--- src/rtl/rtc_time_core.sv ---
// rtc_time_core: HH:MM:SS time-of-day core with a prescaled 1 s tick, digit-wise SET editing and a blink strobe.
// Define RTC_TIME_CORE_H12_EN to present hours in 12-hour form with a PM flag (internal time stays 24-hour).
module rtc_time_core #(
  parameter int CLK_HZ   = 100000000,
  parameter int BLINK_HZ = 2
) (
  input  logic       clk,
  input  logic       reset,
  input  logic       set_mod,
  input  logic       left,
  input  logic       right,
  input  logic       up,
  input  logic       down,
  output logic [5:0] hours,
  output logic [5:0] minutes,
  output logic [5:0] seconds,
  output logic       pm,
  output logic       editing,
  output logic [2:0] edit_pos,
  output logic       sec_tick,
  output logic       blink
);
  localparam int PW         = (CLK_HZ > 1) ? $clog2(CLK_HZ) : 1;
  localparam int BLINK_RAW  = CLK_HZ / (2 * BLINK_HZ);
  localparam int BLINK_HALF = (BLINK_RAW < 1) ? 1 : BLINK_RAW;
  localparam int BW         = (BLINK_HALF > 1) ? $clog2(BLINK_HALF) : 1;

  localparam logic [PW-1:0] PRESC_MAX  = PW'(CLK_HZ - 1);
  localparam logic [PW-1:0] PRESC_ZERO = PW'(0);
  localparam logic [PW-1:0] PRESC_ONE  = PW'(1);
  localparam logic [BW-1:0] BLINK_MAX  = BW'(BLINK_HALF - 1);
  localparam logic [BW-1:0] BLINK_ZERO = BW'(0);
  localparam logic [BW-1:0] BLINK_ONE  = BW'(1);
`ifdef RTC_TIME_CORE_H12_EN
  localparam logic [5:0] HOURS_RST = 6'd12;
`else
  localparam logic [5:0] HOURS_RST = 6'd0;
`endif

  typedef enum logic [0:0] {ST_RUN = 1'b0, ST_SET = 1'b1} state_t;

  state_t        state_r, nxt_state_s;
  logic          set_mod_d_r;
  logic [PW-1:0] presc_r, nxt_presc_s;
  logic [BW-1:0] blink_cnt_r;
  logic          blink_r, sec_tick_r, nxt_tick_s;
  logic [2:0]    edit_pos_r, nxt_pos_s;
  logic [5:0]    live_h_r, live_m_r, live_s_r, nxt_lh_s, nxt_lm_s, nxt_ls_s;
  logic [5:0]    sh_h_r, sh_m_r, sh_s_r, nxt_sh_h_s, nxt_sh_m_s, nxt_sh_s_s;
  logic [5:0]    ed_h_s, ed_m_s, ed_s_s;
  logic [5:0]    disp_h_s, disp_m_s, disp_s_s, hr_out_s;
  logic          pm_out_s;

  // Minute/second digit edit: tens wrap 0..5, ones wrap 0..9.
  function automatic logic [5:0] edit_ms(input logic [5:0] v, input logic tens, input logic inc);
    logic [3:0] t, o;
    t = 4'(v / 6'd10);
    o = 4'(v % 6'd10);
    if (tens) begin
      if (inc) t = (t == 4'd5) ? 4'd0 : t + 4'd1;
      else     t = (t == 4'd0) ? 4'd5 : t - 4'd1;
    end else begin
      if (inc) o = (o == 4'd9) ? 4'd0 : o + 4'd1;
      else     o = (o == 4'd0) ? 4'd9 : o - 4'd1;
    end
    return ({2'b00, t} * 6'd10) + {2'b00, o};
  endfunction

  // Hour digit edit; a tens of 2 limits the ones digit to 0..3 and clamps it there.
  function automatic logic [5:0] edit_hr(input logic [5:0] v, input logic tens, input logic inc);
    logic [3:0] t, o, omax;
    t    = 4'(v / 6'd10);
    o    = 4'(v % 6'd10);
    omax = (t == 4'd2) ? 4'd3 : 4'd9;
    if (tens) begin
      if (inc) t = (t == 4'd2) ? 4'd0 : t + 4'd1;
      else     t = (t == 4'd0) ? 4'd2 : t - 4'd1;
      if ((t == 4'd2) && (o > 4'd3)) o = 4'd3;
      else                           o = o;
    end else begin
      if (inc) o = (o >= omax) ? 4'd0 : o + 4'd1;
      else     o = (o == 4'd0) ? omax : o - 4'd1;
    end
    return ({2'b00, t} * 6'd10) + {2'b00, o};
  endfunction

  function automatic logic [17:0] next_second(input logic [5:0] h, input logic [5:0] m, input logic [5:0] s);
    logic [5:0] nh, nm, ns;
    if (s != 6'd59) begin
      nh = h;     nm = m;         ns = s + 6'd1;
    end else if (m != 6'd59) begin
      nh = h;     nm = m + 6'd1;  ns = 6'd0;
    end else begin
      nh = (h == 6'd23) ? 6'd0 : h + 6'd1;
      nm = 6'd0;  ns = 6'd0;
    end
    return {nh, nm, ns};
  endfunction

  // Shadow time with this cycle's up/down applied to the digit under the cursor.
  always_comb begin
    ed_h_s = sh_h_r;
    ed_m_s = sh_m_r;
    ed_s_s = sh_s_r;
    if (up ^ down) begin
      case (edit_pos_r)
        3'd0:    ed_s_s = edit_ms(sh_s_r, 1'b0, up);
        3'd1:    ed_s_s = edit_ms(sh_s_r, 1'b1, up);
        3'd2:    ed_m_s = edit_ms(sh_m_r, 1'b0, up);
        3'd3:    ed_m_s = edit_ms(sh_m_r, 1'b1, up);
        3'd4:    ed_h_s = edit_hr(sh_h_r, 1'b0, up);
        3'd5:    ed_h_s = edit_hr(sh_h_r, 1'b1, up);
        default: ed_s_s = sh_s_r;
      endcase
    end else begin
      ed_s_s = sh_s_r;
    end
  end

  // RUN/SET sequencing, prescaler, live and shadow time, cursor.
  always_comb begin
    nxt_state_s = state_r;
    nxt_presc_s = presc_r;
    nxt_tick_s  = 1'b0;
    nxt_pos_s   = edit_pos_r;
    nxt_lh_s    = live_h_r;
    nxt_lm_s    = live_m_r;
    nxt_ls_s    = live_s_r;
    nxt_sh_h_s  = sh_h_r;
    nxt_sh_m_s  = sh_m_r;
    nxt_sh_s_s  = sh_s_r;
    case (state_r)
      ST_RUN: begin
        if (set_mod && !set_mod_d_r) begin
          nxt_state_s = ST_SET;
          nxt_presc_s = PRESC_ZERO;
          nxt_pos_s   = 3'd0;
          nxt_sh_h_s  = live_h_r;
          nxt_sh_m_s  = live_m_r;
          nxt_sh_s_s  = live_s_r;
        end else if (presc_r == PRESC_MAX) begin
          nxt_presc_s = PRESC_ZERO;
          nxt_tick_s  = 1'b1;
          {nxt_lh_s, nxt_lm_s, nxt_ls_s} = next_second(live_h_r, live_m_r, live_s_r);
        end else begin
          nxt_presc_s = presc_r + PRESC_ONE;
        end
      end
      ST_SET: begin
        nxt_presc_s = PRESC_ZERO;
        nxt_sh_h_s  = ed_h_s;
        nxt_sh_m_s  = ed_m_s;
        nxt_sh_s_s  = ed_s_s;
        // Leaving SET commits the shadow including any edit made on the same cycle.
        if (!set_mod && set_mod_d_r) begin
          nxt_state_s = ST_RUN;
          nxt_lh_s    = ed_h_s;
          nxt_lm_s    = ed_m_s;
          nxt_ls_s    = ed_s_s;
        end else if (left && !right) begin
          nxt_pos_s = (edit_pos_r == 3'd5) ? 3'd0 : edit_pos_r + 3'd1;
        end else if (right && !left) begin
          nxt_pos_s = (edit_pos_r == 3'd0) ? 3'd5 : edit_pos_r - 3'd1;
        end else begin
          nxt_pos_s = edit_pos_r;
        end
      end
      default: nxt_state_s = ST_RUN;
    endcase
  end

  // Displayed time follows the shadow in SET and the live time in RUN.
  always_comb begin
    if (nxt_state_s == ST_SET) begin
      disp_h_s = nxt_sh_h_s;
      disp_m_s = nxt_sh_m_s;
      disp_s_s = nxt_sh_s_s;
    end else begin
      disp_h_s = nxt_lh_s;
      disp_m_s = nxt_lm_s;
      disp_s_s = nxt_ls_s;
    end
`ifdef RTC_TIME_CORE_H12_EN
    if (disp_h_s == 6'd0)      hr_out_s = 6'd12;
    else if (disp_h_s > 6'd12) hr_out_s = disp_h_s - 6'd12;
    else                       hr_out_s = disp_h_s;
    pm_out_s = (disp_h_s >= 6'd12);
`else
    hr_out_s = disp_h_s;
    pm_out_s = 1'b0;
`endif
  end

  // State and registered outputs.
  always_ff @(posedge clk) begin
    if (reset) begin
      state_r     <= ST_RUN;
      set_mod_d_r <= 1'b0;
      presc_r     <= PRESC_ZERO;
      sec_tick_r  <= 1'b0;
      edit_pos_r  <= 3'd0;
      live_h_r    <= 6'd0;
      live_m_r    <= 6'd0;
      live_s_r    <= 6'd0;
      sh_h_r      <= 6'd0;
      sh_m_r      <= 6'd0;
      sh_s_r      <= 6'd0;
      hours       <= HOURS_RST;
      minutes     <= 6'd0;
      seconds     <= 6'd0;
      pm          <= 1'b0;
      editing     <= 1'b0;
    end else begin
      state_r     <= nxt_state_s;
      set_mod_d_r <= set_mod;
      presc_r     <= nxt_presc_s;
      sec_tick_r  <= nxt_tick_s;
      edit_pos_r  <= nxt_pos_s;
      live_h_r    <= nxt_lh_s;
      live_m_r    <= nxt_lm_s;
      live_s_r    <= nxt_ls_s;
      sh_h_r      <= nxt_sh_h_s;
      sh_m_r      <= nxt_sh_m_s;
      sh_s_r      <= nxt_sh_s_s;
      hours       <= hr_out_s;
      minutes     <= disp_m_s;
      seconds     <= disp_s_s;
      pm          <= pm_out_s;
      editing     <= (nxt_state_s == ST_SET);
    end
  end

  // Free-running blink square wave, independent of RUN/SET.
  always_ff @(posedge clk) begin
    if (reset) begin
      blink_cnt_r <= BLINK_ZERO;
      blink_r     <= 1'b0;
    end else if (blink_cnt_r == BLINK_MAX) begin
      blink_cnt_r <= BLINK_ZERO;
      blink_r     <= ~blink_r;
    end else begin
      blink_cnt_r <= blink_cnt_r + BLINK_ONE;
    end
  end

  assign edit_pos = edit_pos_r;
  assign sec_tick = sec_tick_r;
  assign blink    = blink_r;
endmodule

--- config.mk ---
export PLATFORM = sky130hd
export DESIGN_NAME = rtc_time_core
export DESIGN_NICKNAME = d
export VERILOG_FILES = /design/src/rtl/rtc_time_core.sv
export SDC_FILE = /design/constraint.sdc
export NUM_CORES = 1
export LEC_CHECK = 0
export ABC_AREA = 1
export BUFFER_PORTS_ARGS = -buffer_cell sky130_fd_sc_hd__clkbuf_2
export CAP_MARGIN = 10
export CORE_MARGIN = 2
export CORE_UTILIZATION = 57
export CTS_CLUSTER_SIZE = 12
export DETAILED_ROUTE_END_ITERATION = 8
export MAX_ROUTING_LAYER = met4
export PLACE_DENSITY = 0.8
export SLEW_MARGIN = 20
export SYNTH_ARGS = -nofsm -noshare
export SYNTH_HDL_FRONTEND = slang
export SYNTH_SLANG_ARGS = --single-unit
--- constraint.sdc ---
create_clock -name clk -period 4.25 [get_ports clk]
set_input_delay 0.85 -clock clk [delete_from_list [all_inputs] [get_ports clk]]
set_output_delay 0.85 -clock clk [all_outputs]
set_load 0.02 [all_outputs]
==> results.yml, run 1 <==
run_status:
  status: "complete, but fails checks"
  violations: "negative setup slack"
setup_path:
  critPathBufInv: 5
  path_class: "reg -> reg"
  critical_path_required_ns: 4.56
  cp_top_family: "adder cells"
  crit_path_max_incr_delay_ns: 0.41
  crit_top_cell: "nand2_2"
  critPathCaptureType: "flip-flop"
  cp.arrival_ns: 4.56
  startpoint_type: "flip-flop"
  cp_slowest_cell: "fa_2"
  crit_path_max_fanout: 4
  crit_start: "sh_h_r[4]$_SDFF_PP0_"
  r2r_start: "sh_h_r[4]$_SDFF_PP0_"
clock_network:
  clk_latency_ns: 0.42
  clockBufferDepth: 2
  cts_sinks: 113
  cts_tree: "yes"
  htree_num_levels: 4
  root_buffer: "clkbuf_16"
  cts_made_buffers: 17
  path_clk_slew_ns: 0.06
final_layout:
  seq_area_um2: 2270
  area_growth_pct: 21.3
  layout.nets: 1464
  multiInputGateArea_um2: 5980
  fill_cells: 1202
  post-route-util_pct: 70.0
  antenna-diode-count: 0
  fin_cells: 1587
  layout-drive-gt1-share_pct: 21.7
global_route:
  grt_start_max_net_pins: 40
  gr-total-overflow: 0
  grt_pass1_vias: 8114
  grt_usage_pct: 28.8
  grt_pass1_wl_mm: 37.3
  antenna_found_initial: 0
routing:
  num_vias: 8961
  drtAntennaViolNets: 0
  wire_per_inst_um: 14.8
  drc: 0
  via_per_inst: 5.65
  drt-total-wl_mm: 23.6
  drt_iter0_drc: 706
  firstDrtPassIters: 8
yosys:
  yosysWarnings: 0
  ys_types: 66
  synth_top_area_share_pct: 26.1
  synth-seq-area-share_pct: 26.1
  yosys-top-cells-area: "dfxtp_1, nand2_1, ha_1, inv_1, nor2_1"
  synthCells: 1299
  synthTopCellsByCount: "nand2_1, inv_1, nor2_1, dfxtp_1, a21oi_1"
  synth.most_common_cell: "nand2_1"
  async_flop_share_pct: 0
  synthFlopType: "dfxtp_1"
  synth_edf_count: 0
  syn_area_um2: 8680
  synth_largest_area_cell: "dfxtp_1"
  syn_nets: 1377
  ys_seq_elements: 113
  avgSynthCellArea_um2: 6.68
placement:
  place_ws_ns: -0.154
  finalWeightedCongestion: 0.950
  dp_hpwl_mm: 16.3
  dp.cells: 1541
  port_buffers: 30
timing:
  setup_slack_ns: -0.00544
  slew_headroom_pct: 51.4
  maxSlewViolCount: 0
  layout_worst_path_cycle_share_pct: 100
  timing.final.hold_violations: 0
  fin_skew_ns: 0.0112
  max_freq_mhz: 235
  rsz0062_at_grt: "true"
  worstMarginPinSlew_ns: 0.726
  setup_viol_count_final: 1
  whs_ns: 0.460
  finalCriticalPeriod_ns: 4.26
floorplan:
  core_area_um2: 15000
  fp.dieH_um: 127
  boundaryPins: 32
  die_w_um: 127
  start_util_pct: 57.8
  num_rows: 45
  design.die.area_um2: 16200
power:
  power_uw: 4140
  vdd_ir_drop_max_mv: 0.257
  p_leak_uw: 0.00469
  p_per_area_nw_per_um2: 393
job:
  maxCapViolCount: 0
hold_path:
  hold_start: "presc_r[25]$_SDFF_PP0_"
  min_path_type: "reg -> reg"
stage by stage:
| stage | instance area (µm²) | TNS, ns |
|---|---|---|
| floorplan | 8700 | 0 |
| global placement | 9270 | 0 |
| detailed placement | 9270 | -0.281 |
| CTS | 9930 | -0.0327 |
| global route | 10500 | -1.70 |
| finish | 10500 | -0.00544 |
layout by cell type, fill, tap and decap left out, drive strengths merged, types with 3 or more instances in the layout:
| cell | instances |
|---|---|
| nor2 | 134 |
| nor3b | 6 |
| nor3 | 38 |
| a21oi | 88 |
| o211ai | 8 |
| o22ai | 10 |
| nand3b | 3 |
| a221oi | 4 |
| xnor2 | 14 |
| o32ai | 3 |
| nor4 | 10 |
| nand2 | 296 |
| fa | 6 |
| o221ai | 6 |
| or2 | 7 |
| ha | 65 |
| nand4 | 26 |
| xor2 | 28 |
| nand3 | 84 |
| a22oi | 8 |
| dfxtp | 113 |
| clkinv | 8 |
| buf | 68 |
| a31oi | 11 |
| a21boi | 3 |
| clkbuf | 53 |
| inv | 193 |
| a211oi | 4 |
| o21ai | 75 |
| bufinv | 4 |
| o21a | 5 |
path summary, 6_finish.rpt:
check	slack [ns]	endpoint	cells after the start
hold / removal	0.46	presc_r[25]$_SDFF_PP0_	1
setup reg to reg	-0.005	hours[5]$_SDFF_PP0_	34
setup / recovery	-0.005	hours[5]$_SDFF_PP0_	34
hold reg to reg	0.46	presc_r[25]$_SDFF_PP0_	1
cells by family after synthesis:
family / Yosys count / share of synthesized area, %
and+or+nand+nor: 609 / 31.6
AOI/OAI and AO/OA: 236 / 16.1
buffers and inverters: 227 / 11.1
DFF: 113 / 26.1
adders and majority gates: 71 / 10.8
xor gates and xnor gates: 42 / 4.32
other: 1 / 0.0432
layer usage:
metal | global-route usage (%) | up-vias | part of all wire, %
met5 | - | - | 0
met4 | 8.21 | 0 | 2.3
met3 | 5.90 | 50 | 6.6
met2 | 46.1 | 327 | 47
met1 | 37.1 | 4113 | 44
li1 | - | 4471 | -
flip-flops by register name (all words and copies together), names as in the netlist:
name and flops:
state_r 1, blink_cnt_r 25, presc_r 27, sh_m_r 6
minutes 6, seconds 6, sh_s_r 6, hours 6
live_m_r 6, sh_h_r 6, edit_pos 3, live_h_r 6
set_mod_d_r 1, blink 1, sec_tick 1, live_s_r 6
cell type report:
cell class,count,area share (%)
inverter,197,7.07
multi-input combinational,959,56.8
tap,188,2.23
clock inverter,9,1.47
sequential,113,21.5
clock buffer,23,4.44
timing repair buffer,98,6.43
power breakdown:
group          switching, µW  internal, µW  total, µW
clock network            499          1010       1510
registers               31.3          1100       1130
logic                    887           615       1500
total                   1420          2730       4140
timing repair:
item | 4_1_cts | 5_1_grt
pin swaps | 6 | 56
hold endpoints to repair | 0 | 0
buffers inserted | 0 | 14
hold buffers | 0 | 0
endpoints found under the setup margin | 7 | 35
resized for setup | 13 | 131
Note: power is estimated with default switching activity, not from simulation.
==> run 2: changes to the inputs <==
ABC_AREA = 0   (was 1)
==> results.yml, run 2 <==
run_status:
  status: "complete, but fails checks"
  violations: "negative setup slack"
clock_network:
  clk_latency_ns: 0.42
  cts_sinks: 113
  htree_num_levels: 4
  cts_made_buffers: 17
  cts_hold_buf: 0
  path_clk_slew_ns: 0.05
  clockBufferDepth: 2
  cts_tree: "yes"
  root_buffer: "clkbuf_16"
hold_path:
  min_path_type: "reg -> reg"
yosys:
  ys_seq_elements: 113
  avgSynthCellArea_um2: 7.75
  synth.most_common_cell: "nor2_1"
  ys_types: 95
  syn_nets: 1220
  synth_edf_count: 0
  synthCells: 1142
  synth-seq-area-share_pct: 25.6
  yosysWarnings: 0
  async_flop_share_pct: 0
  synth_top_area_share_pct: 25.6
  syn_area_um2: 8850
  synth_largest_area_cell: "dfxtp_1"
  yosys-top-cells-area: "dfxtp_1, ha_1, nor2_1, nand2_1, xnor2_1"
  synthFlopType: "dfxtp_1"
  synthTopCellsByCount: "nor2_1, dfxtp_1, nand2_1, a21oi_1, ha_1"
global_route:
  gr-total-overflow: 0
  grt_pass1_wl_mm: 40.7
  grt_start_max_net_pins: 48
  antenna_found_initial: 0
  grt_usage_pct: 31.0
  grt_pass1_vias: 8743
placement:
  port_buffers: 30
  dp_hpwl_mm: 16.7
  finalWeightedCongestion: 0.946
  placed_area_um2: 10300
  place_ws_ns: -0.341
timing:
  rsz0062_at_grt: "true"
  worstMarginPinSlew_ns: 0.911
  setup_slack_ns: -0.286
  maxSlewViolCount: 0
  setup-tns-final_ns: -2.57
  fin_skew_ns: 0.00751
  finalCriticalPeriod_ns: 4.54
  layout_worst_path_cycle_share_pct: 107
  max_freq_mhz: 220
  timing.final.hold_violations: 0
  slew_headroom_pct: 39.3
  setup_viol_count_final: 21
setup_path:
  critical_path_required_ns: 4.56
  r2r_start: "sh_s_r[4]$_SDFF_PP0_"
  cp-endpoint: "live_s_r[5]$_SDFF_PP0_"
  startpoint_type: "flip-flop"
  r2r_end: "live_s_r[5]$_SDFF_PP0_"
  path_class: "reg -> reg"
  r2r_slack_ns: -0.29
  crit_path_max_fanout: 8
  cp_slowest_cell: "fa_2"
  cp.arrival_ns: 4.85
  critPathCaptureType: "flip-flop"
  crit_start: "sh_s_r[4]$_SDFF_PP0_"
  crit_path_max_incr_delay_ns: 0.38
  reg2regPathDepth: 25
power:
  p_per_area_nw_per_um2: 382
  p_leak_uw: 0.00473
  vdd_ir_drop_max_mv: 0.327
floorplan:
  die_w_um: 129
  start_util_pct: 58.2
  num_rows: 45
  core_area_um2: 15200
  fp.dieH_um: 129
  design.die.area_um2: 16500
  boundaryPins: 32
routing:
  wire_per_inst_um: 17.5
  drtAntennaViolNets: 0
  num_vias: 9129
  drt-total-wl_mm: 26.0
  firstDrtPassIters: 7
  drc: 0
  drt_iter0_drc: 811
  via_per_inst: 6.14
final_layout:
  regMostFlops: "presc_r"
  top_regs: "presc_r x27, blink_cnt_r x25"
  post-route-util_pct: 75.9
  antenna-diode-count: 0
  area_growth_pct: 30.4
  layout_common_cells: "buf_4, nor2_1, nand2_1, dfxtp_1, a21oi_1"
  final_common_cell: "buf_4"
  fill_cells: 1028
  largest_reg_flops: 27
  final_cell_area_um2: 11500
  layout-drive-gt1-share_pct: 28.6
  layout.nets: 1366
job:
  maxCapViolCount: 0
## run 2: logic make-up (layout without fill, tap and decap cells)
kind of cell | count (synthesis) | in the layout | share of synthesized area (%)
other | 1 | 1 | 0.0424
DFF | 113 | 113 | 25.6
xor gates and xnor gates | 87 | 87 | 8.98
and+or+nand+nor | 442 | 442 | 24.6
muxes | 16 | 16 | 2.04
buffers and inverters | 110 | 268 | 5.10
adders and majority gates | 71 | 71 | 10.5
AOI/OAI and AO/OA | 302 | 302 | 23.1
## run 2: cell type report
class                      count  area [µm²]  area share (%)
clock inverter                10         158            1.37
tap                          188         235            2.04
clock buffer                  21         470            4.08
multi-input combinational    919        6820            59.1
sequential                   113        2280            19.8
inverter                      47         181            1.57
timing repair buffer         190        1400            12.1
## run 2: how the worst min path moves through the flow
stage	start	endpoint	depth (start not counted)
after floorplan	blink_cnt_r[0]$_SDFF_PP0_	blink_cnt_r[0]$_SDFF_PP0_	1
after global placement	presc_r[0]$_SDFF_PP0_	presc_r[0]$_SDFF_PP0_	1
after detailed placement	blink_cnt_r[0]$_SDFF_PP0_	blink_cnt_r[0]$_SDFF_PP0_	1
after CTS	blink_cnt_r[0]$_SDFF_PP0_	blink_cnt_r[0]$_SDFF_PP0_	1
after global routing	blink_cnt_r[0]$_SDFF_PP0_	blink_cnt_r[0]$_SDFF_PP0_	1
final	blink_cnt_r[0]$_SDFF_PP0_	blink_cnt_r[0]$_SDFF_PP0_	1
## run 2: what timing repair did
action                                  4_1_cts  5_1_grt
endpoints found under the setup margin       33       38
pin swaps                                    44       41
setup buffers                                12        6
resized for setup                            65       59
cloned                                        0        0
## run 2: through the flow
| stage | std cells | total power [µW] | hold WS (ns) |
|---|---|---|---|
| after floorplan | 1142 | 2070 | 0.430 |
| after global placement | 1439 | 2560 | 0.441 |
| after detailed placement | 1439 | 2590 | 0.451 |
| after CTS | 1482 | 4220 | 0.462 |
| after global routing | 1488 | 4580 | 0.480 |
| final | 1488 | 4400 | 0.463 |
## run 2: critical path: cells and delay by family (launching register included)
kind	cells	cell delay, ns
fa+ha+maj	4	1.01
compound gates	9	1.41
simple gates	6	0.73
mux	1	0.28
xor+xnor	3	0.37
buf+inv	2	0.30
flops	1	0.33
## run 2: report_power, final
group,switching (µW),internal (µW)
clock,504,1020
combinational,885,830
sequential,62.1,1100
total,1450,2950
## run 2: per-layer routing
layer  vias up  GRT usage, %  routed length (µm)
met4         0          14.3                1140
met3       109          4.12                1530
met1      4284          38.5               11100
li1       4379             -                   -
met2       357          50.5               12300
met5         -             -                   0
==> run 3: changes to the inputs <==
ABC_AREA = 1   (was 0)
CORE_UTILIZATION = 50   (was 57)
CTS_CLUSTER_SIZE = unset   (was 12)
PLACE_DENSITY = 0.72   (was 0.8)
==> results.yml, run 3 (synthesis results as in run 1) <==
global_route:
  gr-total-overflow: 0
  grt_pass1_vias: 8043
  antenna_found_initial: 0
  grt_start_max_net_pins: 41
  grt_usage_pct: 26.2
  grt_pass1_wl_mm: 37.8
routing:
  drc: 0
  via_per_inst: 5.41
  drtAntennaViolNets: 0
  firstDrtPassIters: 5
  drt-total-wl_mm: 23.6
  wire_per_inst_um: 14.4
  num_vias: 8881
  drt_iter0_drc: 593
placement:
  dp.cells: 1584
  place_ws_ns: -0.166
  dp_hpwl_mm: 16.7
  finalWeightedCongestion: 0.936
  port_buffers: 30
job:
  maxCapViolCount: 0
power:
  p_comb_share_pct: 39.4
  seqPwrFrac_pct: 28.0
  swShare_pct: 36.2
  intPower_uw: 2590
  p_leak_uw: 0.00473
  clkPwrFrac_pct: 32.6
  p_per_area_nw_per_um2: 380
  power_uw: 4050
  vdd_ir_drop_max_mv: 0.292
  switchingPower_uw: 1470
clock_network:
  clk_latency_ns: 0.42
  cts_made_buffers: 17
  cts_hold_buf: 0
  path_clk_slew_ns: 0.06
  cts_tree: "yes"
  cts_sinks: 113
  clockBufferDepth: 2
  root_buffer: "clkbuf_16"
  htree_num_levels: 4
final_layout:
  layout-drive-gt1-share_pct: 22.8
  antenna-diode-count: 0
  largest_reg_flops: 27
  post-route-util_pct: 62.4
  top_regs: "presc_r x27, blink_cnt_r x25"
  area_growth_pct: 22.9
  regMostFlops: "presc_r"
  layout_common_cells: "nand2_1, inv_1, nor2_1, dfxtp_1, buf_4"
  fin_cells: 1641
  final_common_cell: "nand2_1"
  layout.nets: 1481
setup_path:
  critPathCaptureType: "flip-flop"
  startpoint_type: "flip-flop"
  crit_path_max_incr_delay_ns: 0.38
  path_class: "reg -> reg"
  crit_path_max_fanout: 4
  critical_path_required_ns: 4.60
  cp.arrival_ns: 4.63
  cp_slowest_cell: "fa_2"
floorplan:
  fp.dieH_um: 136
  num_rows: 48
  die_w_um: 136
  design.die.area_um2: 18400
  core_area_um2: 17100
  start_util_pct: 50.7
  boundaryPins: 32
timing:
  slew_headroom_pct: 33.0
  fin_skew_ns: 0.00642
  max_freq_mhz: 234
  maxSlewViolCount: 0
  whs_ns: 0.456
  worstMarginPinSlew_ns: 1.00
  rsz0062_at_grt: "true"
  finalCriticalPeriod_ns: 4.28
  timing.final.hold_violations: 0
  layout_worst_path_cycle_share_pct: 101
  setup_viol_count_final: 2
  setup_slack_ns: -0.0309
hold_path:
  min_path_type: "reg -> reg"
run_status:
  status: "complete, but fails checks"
  violations: "negative setup slack"
-- run 3: power by group through the flow --
stage                     Sequential, µW  Clock, µW  Combinational [µW]
after floorplan                     1160          0                 841
after global placement              1150          0                1200
after detailed placement            1150          0                1220
after CTS                           1130       1340                1330
after global routing                1140       1400                1760
final                               1130       1320                1600
-- run 3: critical path, delay by kind of cell, from the launching register on --
family	cells	cell delay, ns
AOI/OAI and AO/OA	9	1.05
and+or+nand+nor	14	1.27
adders and majority gates	3	0.80
buffers and inverters	5	0.46
xor gates and xnor gates	2	0.26
DFF	1	0.35
-- run 3: path summary, 6_finish.rpt --
kind              slack (ns)                     to  depth (start not counted)             startpoint
setup / recovery       -0.03    hours[5]$_SDFF_PP0_                         33   sh_h_r[3]$_SDFF_PP0_
hold / removal          0.46  presc_r[0]$_SDFF_PP0_                          1  presc_r[0]$_SDFF_PP0_
setup reg to reg       -0.03    hours[5]$_SDFF_PP0_                         33   sh_h_r[3]$_SDFF_PP0_
hold reg to reg         0.46  presc_r[0]$_SDFF_PP0_                          1  presc_r[0]$_SDFF_PP0_
-- run 3: what timing repair did --
item                                    in CTS  in global routing
resized for setup                           27                124
setup buffers                               16                 12
pin swaps                                   28                 70
endpoints found under the setup margin       6                 36
-- run 3: layout make-up --
type,count,area (µm²)
Timing Repair Buffer,115,816
Tap cell,225,282
Fill cell,1536,6440
Clock buffer,19,433
Sequential cell,113,2270
Inverter,197,744
Multi-Input combinational cell,959,6010
Clock inverter,13,116
-- run 3: routing by layer --
metal	vias to the layer above	GRT usage (%)	routed length [µm]
li1	4507	-	-
met1	4056	33.9	10700
met2	274	41.6	10900
met3	44	5.01	1570
met4	0	7.99	451
met5	-	-	0
-- run 3: stage by stage --
stage | TNS [ns] | instance area (µm²)
5_1_grt | -0.878 | 10700
3_3_place_gp | -0.0509 | 9370
3_5_place_dp | -0.395 | 9370
4_1_cts | -0.0146 | 10100
2_1_floorplan | 0 | 8700
6_report | -0.0506 | 10700
